<file path="config.mk">
export PLATFORM = sky130hd
export DESIGN_NAME = gost89_cfb_ctx_sched
export DESIGN_NICKNAME = d
export VERILOG_FILES = /design/src/rtl/gost89_cfb_ctx_sched.sv
export SDC_FILE = /design/constraint.sdc
export NUM_CORES = 1
export LEC_CHECK = 0
export CAP_MARGIN = 20
export CORE_MARGIN = 2
export CORE_UTILIZATION = 25
export CTS_BUF_LIST = sky130_fd_sc_hd__clkbuf_16
export CTS_CLUSTER_SIZE = 14
export DETAILED_ROUTE_END_ITERATION = 7
export SLEW_MARGIN = 25
export SYNTH_ARGS = -nofsm -noshare
export SYNTH_HDL_FRONTEND = slang
export SYNTH_SLANG_ARGS = --single-unit
</file>
<file path="constraint.sdc">
create_clock -name clk -period 2.3 [get_ports clk]
set_clock_uncertainty 0.15 [all_clocks]
set_input_delay 0.23 -clock clk [delete_from_list [all_inputs] [get_ports clk]]
set_output_delay 0.23 -clock clk [all_outputs]
set_load 0.02 [all_outputs]
</file>
<file path="src/rtl/gost89_cfb_ctx_sched.sv">
// Two-channel scheduler sharing one GOST 28147-89 CFB core between independent streams.
// Keeps each channel's gamma context and reloads the core only when ownership or IV changes.
module gost89_cfb_ctx_sched #(
  parameter int MODE = 0
) (
  input  logic         clk,
  input  logic         reset_n,
  input  logic [1:0]   iv_wr,
  input  logic [63:0]  iv_data,
  input  logic [1:0]   s_valid,
  output logic [1:0]   s_ready,
  input  logic [127:0] s_data,
  output logic [1:0]   m_valid,
  input  logic [1:0]   m_ready,
  output logic [63:0]  m_data,
  output logic         core_reset,
  output logic         core_load,
  output logic [63:0]  core_in,
  input  logic [63:0]  core_out,
  input  logic         core_busy,
  output logic         sched_busy,
  output logic         cur_ch
);

  typedef enum logic [2:0] {
    S_IDLE,
    S_RELOAD,
    S_LOAD,
    S_SETTLE,
    S_RUN,
    S_OUT
  } state_t;

  state_t      r_state;
  state_t      w_next;
  logic [63:0] r_ctx [2];
  logic [63:0] r_data;
  logic [63:0] r_core_in;
  logic [63:0] r_m_data;
  logic        r_cur_ch;
  logic        r_last_ch;
  logic        r_rr_ptr;
  logic        r_core_sync;
  logic        r_supp;

  logic        w_grant_any;
  logic        w_grant;
  logic        w_capture;
  logic        w_ack;
  logic        w_in_flight;
  logic        w_last_ch_next;

  always_comb begin
    w_grant_any = |s_valid;
    w_grant     = (s_valid == 2'b11) ? r_rr_ptr : s_valid[1];
    w_next      = r_state;
    s_ready     = 2'b00;
    m_valid     = 2'b00;
    core_reset  = 1'b0;
    core_load   = 1'b0;
    core_in     = r_core_in;
    w_capture   = 1'b0;
    w_ack       = 1'b0;
    case (r_state)
      S_IDLE: begin
        if (w_grant_any) begin
          s_ready[w_grant] = 1'b1;
          w_next = (r_core_sync && (r_last_ch == w_grant)) ? S_LOAD : S_RELOAD;
        end
      end
      S_RELOAD: begin
        core_reset = 1'b1;
        core_in    = r_ctx[r_cur_ch];
        w_next     = S_LOAD;
      end
      S_LOAD: begin
        core_load = 1'b1;
        core_in   = r_data;
        w_next    = S_SETTLE;
      end
      // The core may not raise busy until a cycle after load_data, so skip one sample.
      S_SETTLE: w_next = S_RUN;
      S_RUN: begin
        if (!core_busy) begin
          w_capture = 1'b1;
          w_next    = S_OUT;
        end
      end
      S_OUT: begin
        m_valid[r_cur_ch] = 1'b1;
        if (m_ready[r_cur_ch]) begin
          w_ack  = 1'b1;
          w_next = S_IDLE;
        end
      end
      default: w_next = S_IDLE;
    endcase
  end

  assign w_in_flight    = (r_state == S_LOAD) || (r_state == S_SETTLE) || (r_state == S_RUN);
  assign w_last_ch_next = (r_state == S_LOAD) ? r_cur_ch : r_last_ch;

  // IV writes are applied last so they override both the chain update and the LOAD-time sync.
  always_ff @(posedge clk or negedge reset_n) begin
    if (!reset_n) begin
      r_state     <= S_IDLE;
      r_ctx[0]    <= '0;
      r_ctx[1]    <= '0;
      r_data      <= '0;
      r_core_in   <= '0;
      r_m_data    <= '0;
      r_cur_ch    <= 1'b0;
      r_last_ch   <= 1'b0;
      r_rr_ptr    <= 1'b0;
      r_core_sync <= 1'b0;
      r_supp      <= 1'b0;
    end else begin
      r_state   <= w_next;
      r_core_in <= core_in;
      if ((r_state == S_IDLE) && w_grant_any) begin
        r_data   <= w_grant ? s_data[127:64] : s_data[63:0];
        r_cur_ch <= w_grant;
        r_rr_ptr <= ~w_grant;
      end
      if (r_state == S_LOAD) begin
        r_core_sync <= 1'b1;
        r_last_ch   <= r_cur_ch;
      end
      if (w_capture) begin
        r_m_data <= core_out;
        if (!r_supp) begin
          r_ctx[r_cur_ch] <= (MODE == 0) ? core_out : r_data;
        end
      end
      if (w_ack) begin
        r_supp <= 1'b0;
      end
      if (iv_wr[0]) begin
        r_ctx[0] <= iv_data;
      end
      if (iv_wr[1]) begin
        r_ctx[1] <= iv_data;
      end
      if (iv_wr[w_last_ch_next]) begin
        r_core_sync <= 1'b0;
      end
      if (iv_wr[r_cur_ch] && w_in_flight) begin
        r_supp <= 1'b1;
      end
    end
  end

  assign m_data     = r_m_data;
  assign sched_busy = (r_state != S_IDLE);
  assign cur_ch     = r_cur_ch;

endmodule

</file>
Word-level counts from Yosys, hierarchy flattened:

Index checks and enable logic that the tools add are counted.
Widths: inputs -> output; s select.

* reduce and logical (&&, ||, !) cells: 18
* bitwise logic cells: 2
* $lt $le $gt $ge: 7
* muxes and demuxes: 42
* equality and inequality tests: 12

Operators by type and width (number)
* $mux 64: 7
* $mux 128: 2
* $bwmux 128: 1
* $pmux 64 s2: 1
* $demux 64 s1: 1
* $mux 1: 20
* $pmux 3 s6: 1
* $ne 2x2->1 const B: 5
* $mux 3: 3
* $mux 2: 4
* $reduce_bool 2->1: 4
* $eq 3x2->1 const B: 2
* $eq 3x3->1 const B: 2
* $logic_and 1x1->1: 6
* $lt 1x2->1 const B: 3
* $reduce_and 2->1: 2
* $eq 3x1->1 const B: 1
* $logic_not 3->1: 1
* $reduce_and 3->1: 1
* $reduce_bool 3->1: 1
* $demux 1 s1: 2
* $eq 2x2->1 const B: 1
* $ge 1x1->1 const B: 2
* $ge 2x2->1 const B: 1
* other kinds (6): 7

* flip-flop bits (word level): 328
* output and inout port bits: 136
* word-level logic and storage cells: 92
* bits of input ports: 265

Depth between registers and ports, before layout:

Gate-level depths: netlist of run 1.

* depth after elaboration: 9
* mapped depth: 7
* gate-level depth less buffers: 4

Least setup slack after synthesis of run 1:

Ideal clock, no wire load.

* path kind: reg-to-reg
* from: reg r_state[0]
* to: reg r_ctx[113] in the netlist's numbering
* data required time: 2.025 ns
* data arrival time: 2.061 ns
* cell stages (with the launch flop): 6
* library setup time: 0.125 ns
* buffers on the path: 1
* setup slack: -0.035 ns
* cell sequence: dfrtp_1 or4b_4 nor3_4 buf_2 mux2_2 mux2_2

* cells in the longest elaborated chain, start to end: 4

RTL lines
* start: declaration: RTL line 34 `state_t r_state;`
* start signal: assignment: RTL line 118 `r_state <= w_next;`
* $eq 3x3->1: RTL line 64 `case (r_state)`
* $mux 1: RTL line 64
* $reduce_bool 2->1 (no line)
* $reduce_and 2->1 (no line)
* end signal: indexed assignment: RTL line 132 `r_ctx[r_cur_ch] <= (MODE == 0) ? core_out : r_data;`
* end: declaration: RTL line 36 `logic [63:0] r_ctx [2];`

No other way between the ends.
A chain may end at the register's enable or synchronous reset.

Worst setup path in the final report of run 1:

* from: reg r_cur_ch, in the netlist cur_ch
* to: out core_in[50]

* cells in the longest elaborated chain, start to end: 5

RTL lines
* start: declaration: RTL line 40 `logic r_cur_ch;`
* start signal: assignment: RTL line 122 `r_cur_ch <= w_grant;`
* $not 1->2 (not written as such): RTL line 73 `core_in = r_ctx[r_cur_ch];`
* $mux 64 (not written as such) (3 in series): RTL line 73
* $pmux 64 s2: RTL line 64
* end: declaration: RTL line 18 `output logic [63:0] core_in,`

No other way between the ends. The select of a mux whose other input is x is not followed.

==> impl_results.md, run 1 <==
* Share of cells above drive strength 1 at 31.1%
* Final Cell Area at 28,100 um^2
* Worst reg2reg endpoint: r_ctx[90]$_DFFE_PN0P_
* Worst r2r src: r_state[1]$_DFFE_PN0P_
* IO Port Bufs at 400
* Area of the multi-input gates at 9170 um^2
* Met3 Usage GRT at 5.26%
* Clk_lat worst skew at 0.58 ns
* Initial antenna violation count at 16
* GRT busiest layer: met2
* Worst setup path class: register to output pin
* Htree depth at 2
* Wire per inst at 23.7 um
* Seq/Total Area, Yosys at 50.1%
* Synth Flop Type: dfrtp_1
* Synth warn at 0
* Synthesized cell area at 16,400 um^2
* Layout fillers at 6,058
* Post-layout minimum cycle time at 2.71 ns
* Final WL at 79,000 um
* Worst setup EP type: output pin
* Hpwl dp at 46,700 um
* Sw frac at 39.9%
* GR met2 Demand/Resource at 32.7%
* Worst-case clock buffer depth at 3
* Period utilisation layout at 118%
* Gate Count Post-Synth at 1,829
* Logic pwr share at 57.8%
* Die height at 260 um
* CP max-delay cell: dfrtp_4
* DR pass1 iterations at 5
* Synthesized Nets at 2,094
* Hold/Removal Path Class: input pin to async pin
* GRT met1 Usage at 29.0%
* Total number of vias at 16,433
* Reg power frac at 24.4%
* GRT Total Usage at 21.1%
* Final worst slack at -0.413 ns
* Cell Rows at 93
* Pint at 23,200 uW
* Arrival time worst endpoint at 2.33 ns
* Maximum vdd drop at 669 uV
* Routed Antenna Nets at 0
* CP startpoint kind: register
* Ys async rst share at 100%
* Root Driver: clkbuf_16
* Vias/cell at 4.92
* Hold Violations, Final at 0
* Setup tns final at -42.68 ns
* Final Setup Violations at 229
* FMAX at 369 MHz
* Max Cap Viol at 0
* Crit-path cells: buf_12 > buf_16 > buf_12 > mux2i_4 > o21ai_1 > nand2_1 > o211ai_1 > buf_4
* Chip width at 260 um
* Area growth syn-to-layout at 71.5%
* Die ar. at 67,600 um^2
* RSZ-0062 raised after global routing: true
* Post-synth EDFFs at 0
* Nets at 2,710
* Leakage at 0.0125 uW
* Clock sinks at 328
* Ports at 401
* Grt total ovfl at 0
* CP required at 1.92 ns
* GP Congestion at 0.829
* Initial drt markers at 1,106
* Slew @ Worst Pin at 0.581 ns
* Crit-path max cell delay at 0.58 ns
* Vias in the first global route at 16,109
* Critical path fanouts, max at 7
* Clock slew at reported path FFs at 0.06 ns
* Clk pwr share at 17.8%
* CTS tree: yes
* Count of final max-slew check failures at 0
* Total Power at 38,700 uW
* Yosys reg bits at 328
* Failing checks: setup timing
* Core Area at 64,600 um^2
* Worst rel slew slack at 61.2%
* Syn_area_per_cell at 8.95 um^2
* NetSw at 15,400 uW
* FF/Latch Area at 8220 um^2
* CTS Buf Count at 42
* Global-route wire length before repair at 106,000 um
* Yosys cell types at 33
* # DRC at 0
* PD cells at 1380 nW/um^2
* R2R setup slack at -0.26 ns
* Crit path top cell by count: buf_12
* Hold_ws at 0.0631 ns
* Starting Density at 25.4%
* Reg2reg path depth at 6
* Status: complete, but fails checks
* Placed Area at 22,200 um^2
* Largest net degree at the start of global routing at 78
power by group through the flow:
stage / combinational, uW / sequential (uW) / clock [uW]
2_1_floorplan: 7870 / 9330 / 0
3_3_place_gp: 15700 / 9220 / 0
3_5_place_dp: 15900 / 9240 / 0
4_1_cts: 20900 / 9260 / 7030
5_1_grt: 23700 / 9640 / 7240
6_report: 22400 / 9450 / 6880
worst max-delay path, delay by kind of cell (launching register included):
kind,cells,cell delay [ns]
multiplexers,1,0.20
buffers and inverters,4,0.64
flip-flops,1,0.58
AO/OA/AOI/OAI,2,0.27
AND/OR/NAND/NOR,1,0.06
cells in the mapped netlist, types with 9 or more instances:
cell      count  area (um^2)
nand2_1     494         1850
dfrtp_1     328         8210
a21oi_1     284         1420
nor2b_1     174         1090
clkbuf_1    118          443
mux2i_1      67          671
o21ai_0      67          335
a21o_1       66          495
a22o_1       65          569
o211ai_1     64          480
mux2_2       40          450
buf_2        19         95.1
buf_1         9         33.8
metrics by stage:
| stage | cells | setup slack, ns | util, % |
|---|---|---|---|
| 5_1_grt | 3338 | -0.467 | 43.5 |
| 3_5_place_dp | 3058 | -0.343 | 34.3 |
| 6_report | 3339 | -0.413 | 43.5 |
| 2_1_floorplan | 1829 | 0.00152 | - |
| 3_3_place_gp | 3058 | -0.316 | 34.3 |
| 4_1_cts | 3275 | -0.433 | 40.4 |
cells by family after synthesis:
| logic type | count (synthesis) | synth area share (%) |
|---|---|---|
| xor+xnor | 1 | 0.0535 |
| compound gates | 550 | 20.3 |
| simple gates | 694 | 19.0 |
| buf+inv | 148 | 3.54 |
| flops | 328 | 50.1 |
| mux | 108 | 6.91 |
cell type report:
cell class              count  area share, %
diodes                      7         0.0624
clock buffers              42           3.74
clock inverters            34           1.27
inverters                   2         0.0267
multi-input cells        1354           32.7
flip-flops and latches    328           29.3
well taps                 855           3.81
repair buffers            717           29.1
registers in the layout, indices dropped and copies added (netlist names), 3 cells and up:
register   flops
r_data        64
r_core_in     64
m_data        64
r_ctx        128
r_state        3
how the worst max path moves through the flow:
stage / from / end / depth (start not counted) / slack [ns]
floorplan: r_state[1]$_DFFE_PN0P_ / r_ctx[113]$_DFFE_PN0P_ / 5 / 0.002
global placement: core_busy / r_ctx[121]$_DFFE_PN0P_ / 6 / -0.32
detailed placement: core_busy / r_ctx[66]$_DFFE_PN0P_ / 6 / -0.34
CTS: cur_ch$_DFFE_PN0P_ / core_in[46] / 8 / -0.43
global route: cur_ch$_DFFE_PN0P_ / core_in[50] / 8 / -0.47
finish: cur_ch$_DFFE_PN0P_ / core_in[50] / 8 / -0.41
repair_timing:
item                                    in CTS  in global routing
endpoints found under the setup margin     215                329
pin swaps                                  110                205
hold buffers                                 3                  0
hold endpoints to repair                   298                  0
resized for setup                          580                387
cloned                                      30                 28
setup buffers                              118                 69
layer usage:
metal / share of wire [%] / wire [um] / vias up
met1: 44 / 34500 / 8207
met2: 47 / 36900 / 577
li1: - / - / 7517
met5: 0.13 / 102 / -
met4: 2.5 / 1960 / 16
met3: 7.1 / 5580 / 116
cells in the final DEF (no fill, tap or decap), drive strengths merged, types with 2 or more instances in the layout:
cell             n
nand2          494
buf            367
dfrtp          328
clkdlybuf4s50  325
a21oi          284
nor2b          174
o21ai           67
mux2i           67
a21o            66
a22o            65
o211ai          64
clkbuf          61
mux2            41
clkinv          15
inv             11
nor2             8
diode            7
bufinv           7
or2              3
clkinvlp         3
dlygate4sd3      3
nor3             3
nor3b            2
or3              2
bufbuf           2
a211oi           2
nor4b            2
Note: power is estimated with default switching activity, not from simulation.
==> run 2, diff against run 1 <==
Settings changed: CTS_CLUSTER_SIZE 14 to unset, GPL_TIMING_DRIVEN set to 1.
==> results of run 2 <==
Final layout, timing and power as in run 1 (identical DEF).
==> run 3, diff against run 2 <==
Settings changed: TNS_END_PERCENT set to 5.
==> run 3 against run 2 <==
The flow still finishes with violations (setup timing). Fmax rose by 0.43%. Final cell count down 3.8%. Count of clock-buffer cells in the layout unchanged. Setup slack better by 0.012 ns. Critical path depth grew 6. Flip-flop and latch count unchanged. Sequential share of layout area grew 3.7 points. Sequential power down 2%. Die area unchanged. Cell area decreased by 11%. Global-route usage shrank 1.7 points. Combinational power shrank 18%. Critical path type is now register to register. Largest cell class is now flip-flops and latches. Largest power group unchanged.
==> impl_results.md, run 3 (same netlist as run 1, synthesis figures left out) <==
* Status: complete, but fails checks
* Failing checks: setup timing
* Pint at 20,700 uW
* Area growth syn-to-layout at 52.3%
* Die ar. at 67,600 um^2
* Cell Rows at 93
* Clock sinks at 328
* Global-route wire length before repair at 98,600 um
* Nets at 2,585
* CP startpoint kind: register
* Vias/cell at 4.77
* Final Setup Violations at 155
* NetSw at 13,900 uW
* Initial antenna violation count at 15
* Hold Violations, Final at 0
* FMAX at 370 MHz
* Share of cells above drive strength 1 at 18.2%
* Clk_lat worst skew at 0.58 ns
* Htree depth at 2
* Leakage at 0.0113 uW
* Commonest non-fill, non-tap cell in the layout: nand2_1
* Final Core Density at 38.6%
* Clock slew at reported path FFs at 0.06 ns
* Critical path fanouts, max at 7
* Placed Area at 22,200 um^2
* Layout fillers at 6,338
* GP Congestion at 0.829
* Max Cap Viol at 0
* Worst-case clock buffer depth at 3
* Core Area at 64,600 um^2
* Final Cell Area at 24,900 um^2
* Wire per inst at 21.4 um
* Sw frac at 40.1%
* Root Driver: clkbuf_16
* Starting Density at 25.4%
* FF/Latch Area at 8220 um^2
* Initial drt markers at 1,191
* RSZ-0062 raised after global routing: true
* Worst setup path class: register to register
* Setup tns final at -27.72 ns
* Maximum vdd drop at 653 uV
* Worst setup EP type: register
* Area of the multi-input gates at 8000 um^2
* PD cells at 1390 nW/um^2
* Leading cell types in the layout, fill and taps excluded: nand2_1, clkdlybuf4s50_1, dfrtp_1
* CTS Buf Count at 42
* Total number of vias at 15,319
* Largest Register: r_ctx
* Reg power frac at 26.9%
* Largest net degree at the start of global routing at 78
* Hpwl dp at 46,700 um
* Ports at 401
* Die height at 260 um
* GRT Total Usage at 19.3%
* Count of final max-slew check failures at 0
* Grt total ovfl at 0
* CTS tree: yes
* Arrival time worst endpoint at 3.03 ns
* IO Port Bufs at 400
* Final WL at 68,800 um
* Slew @ Worst Pin at 0.572 ns
* Period utilisation layout at 117%
* Worst rel slew slack at 61.9%
* Post-layout minimum cycle time at 2.70 ns
* Clk pwr share at 19.8%
* Max reg flops at 128
* Hold/Removal Path Class: input pin to async pin
* Logic pwr share at 53.3%
* Chip width at 260 um
* Routed Antenna Nets at 0
* Vias in the first global route at 15,239
* Total Power at 34,600 uW
* DR pass1 iterations at 6
* Final worst slack at -0.401 ns
* # DRC at 0
* CP required at 2.63 ns
==> run 3: cell types whose count changed in the layout (fill, tap and decap cells not counted), moves of 16 or more <==
| cell | change |
|---|---|
| nand2_4 | -29 |
| o21ai_2 | -17 |
| o21ai_0 | +29 |
| buf_4 | -16 |
| buf_8 | -17 |
| a21oi_2 | -117 |
| nand2_1 | +51 |
| buf_6 | -51 |
| nand2_2 | -22 |
| buf_12 | -22 |
| a21oi_1 | +131 |
==> run 3: metrics by stage <==
stage / cells / hold WS (ns) / worst slack [ns]
floorplan: 1829 / -0.216 / 0.00152
global placement: 3058 / 0.0648 / -0.316
detailed placement: 3058 / 0.0725 / -0.343
CTS: 3180 / 0.0530 / -0.442
global route: 3210 / 0.0747 / -0.484
finish: 3213 / 0.0466 / -0.401
==> run 3: metal layers <==
layer | up-vias | track usage, % | wire, um
met5 | - | 0 | 103
met4 | 16 | 5.25 | 1430
met3 | 87 | 5.17 | 5270
met2 | 489 | 28.8 | 30600
met1 | 7479 | 27.5 | 31400
li1 | 7248 | - | -
==> run 3: critical path, stage by stage, from the launching register on <==
cell      delay [ns]
dfrtp_4         0.57
buf_12          0.16
buf_16          0.14
mux2i_2         0.26
buf_4           0.17
o21ai_2         0.05
nand2_1         0.06
o211ai_1        0.13
buf_4           0.17
buf_4           0.12
buf_4           0.13
buf_4           0.13
buf_4           0.12
buf_4           0.12
buf_4           0.12
==> run 3: final timing paths <==
check | slack [ns] | cells after the start | start | end
setup / recovery | -0.40 | 14 | cur_ch$_DFFE_PN0P_ | r_core_in[46]$_DFF_PN0_
hold / removal | 0.05 | 2 | reset_n | r_data[11]$_DFFE_PN0P_
setup reg to reg | -0.40 | 14 | cur_ch$_DFFE_PN0P_ | r_core_in[46]$_DFF_PN0_
hold reg to reg | 0.32 | 2 | m_data[12]$_DFFE_PN0P_ | m_data[12]$_DFFE_PN0P_
max in group asynchronous | 1.14 | 3 | reset_n | r_ctx[105]$_DFFE_PN0P_
min in group clk | 0.09 | 2 | s_data[110] | r_data[46]$_DFFE_PN0P_
==> run 3: power groups by stage <==
| stage | clock network (uW) | registers, uW | logic (uW) |
|---|---|---|---|
| after floorplan | 0 | 9330 | 7870 |
| after global placement | 0 | 9220 | 15700 |
| after detailed placement | 0 | 9240 | 15900 |
| after CTS | 7030 | 9220 | 17300 |
| after global routing | 7230 | 9510 | 19800 |
| final | 6860 | 9300 | 18400 |
==> run 3: final cells by class <==
type / instances / area share (%)
flip-flops and latches: 328 / 33.0
multi-input cells: 1353 / 32.1
repair buffers: 593 / 24.9
well taps: 855 / 4.29
clock buffers: 42 / 4.21
clock inverters: 34 / 1.43
diodes: 6 / 0.0602
inverters: 2 / 0.0301
==> run 3: repair_timing <==
action | in CTS | in global routing
hold buffers | 3 | 0
pin swaps | 41 | 31
endpoints found under the hold margin | 302 | 0
cloned | 7 | 11
setup endpoints to repair | 215 | 218
gates resized for setup | 368 | 99
setup buffers | 38 | 18
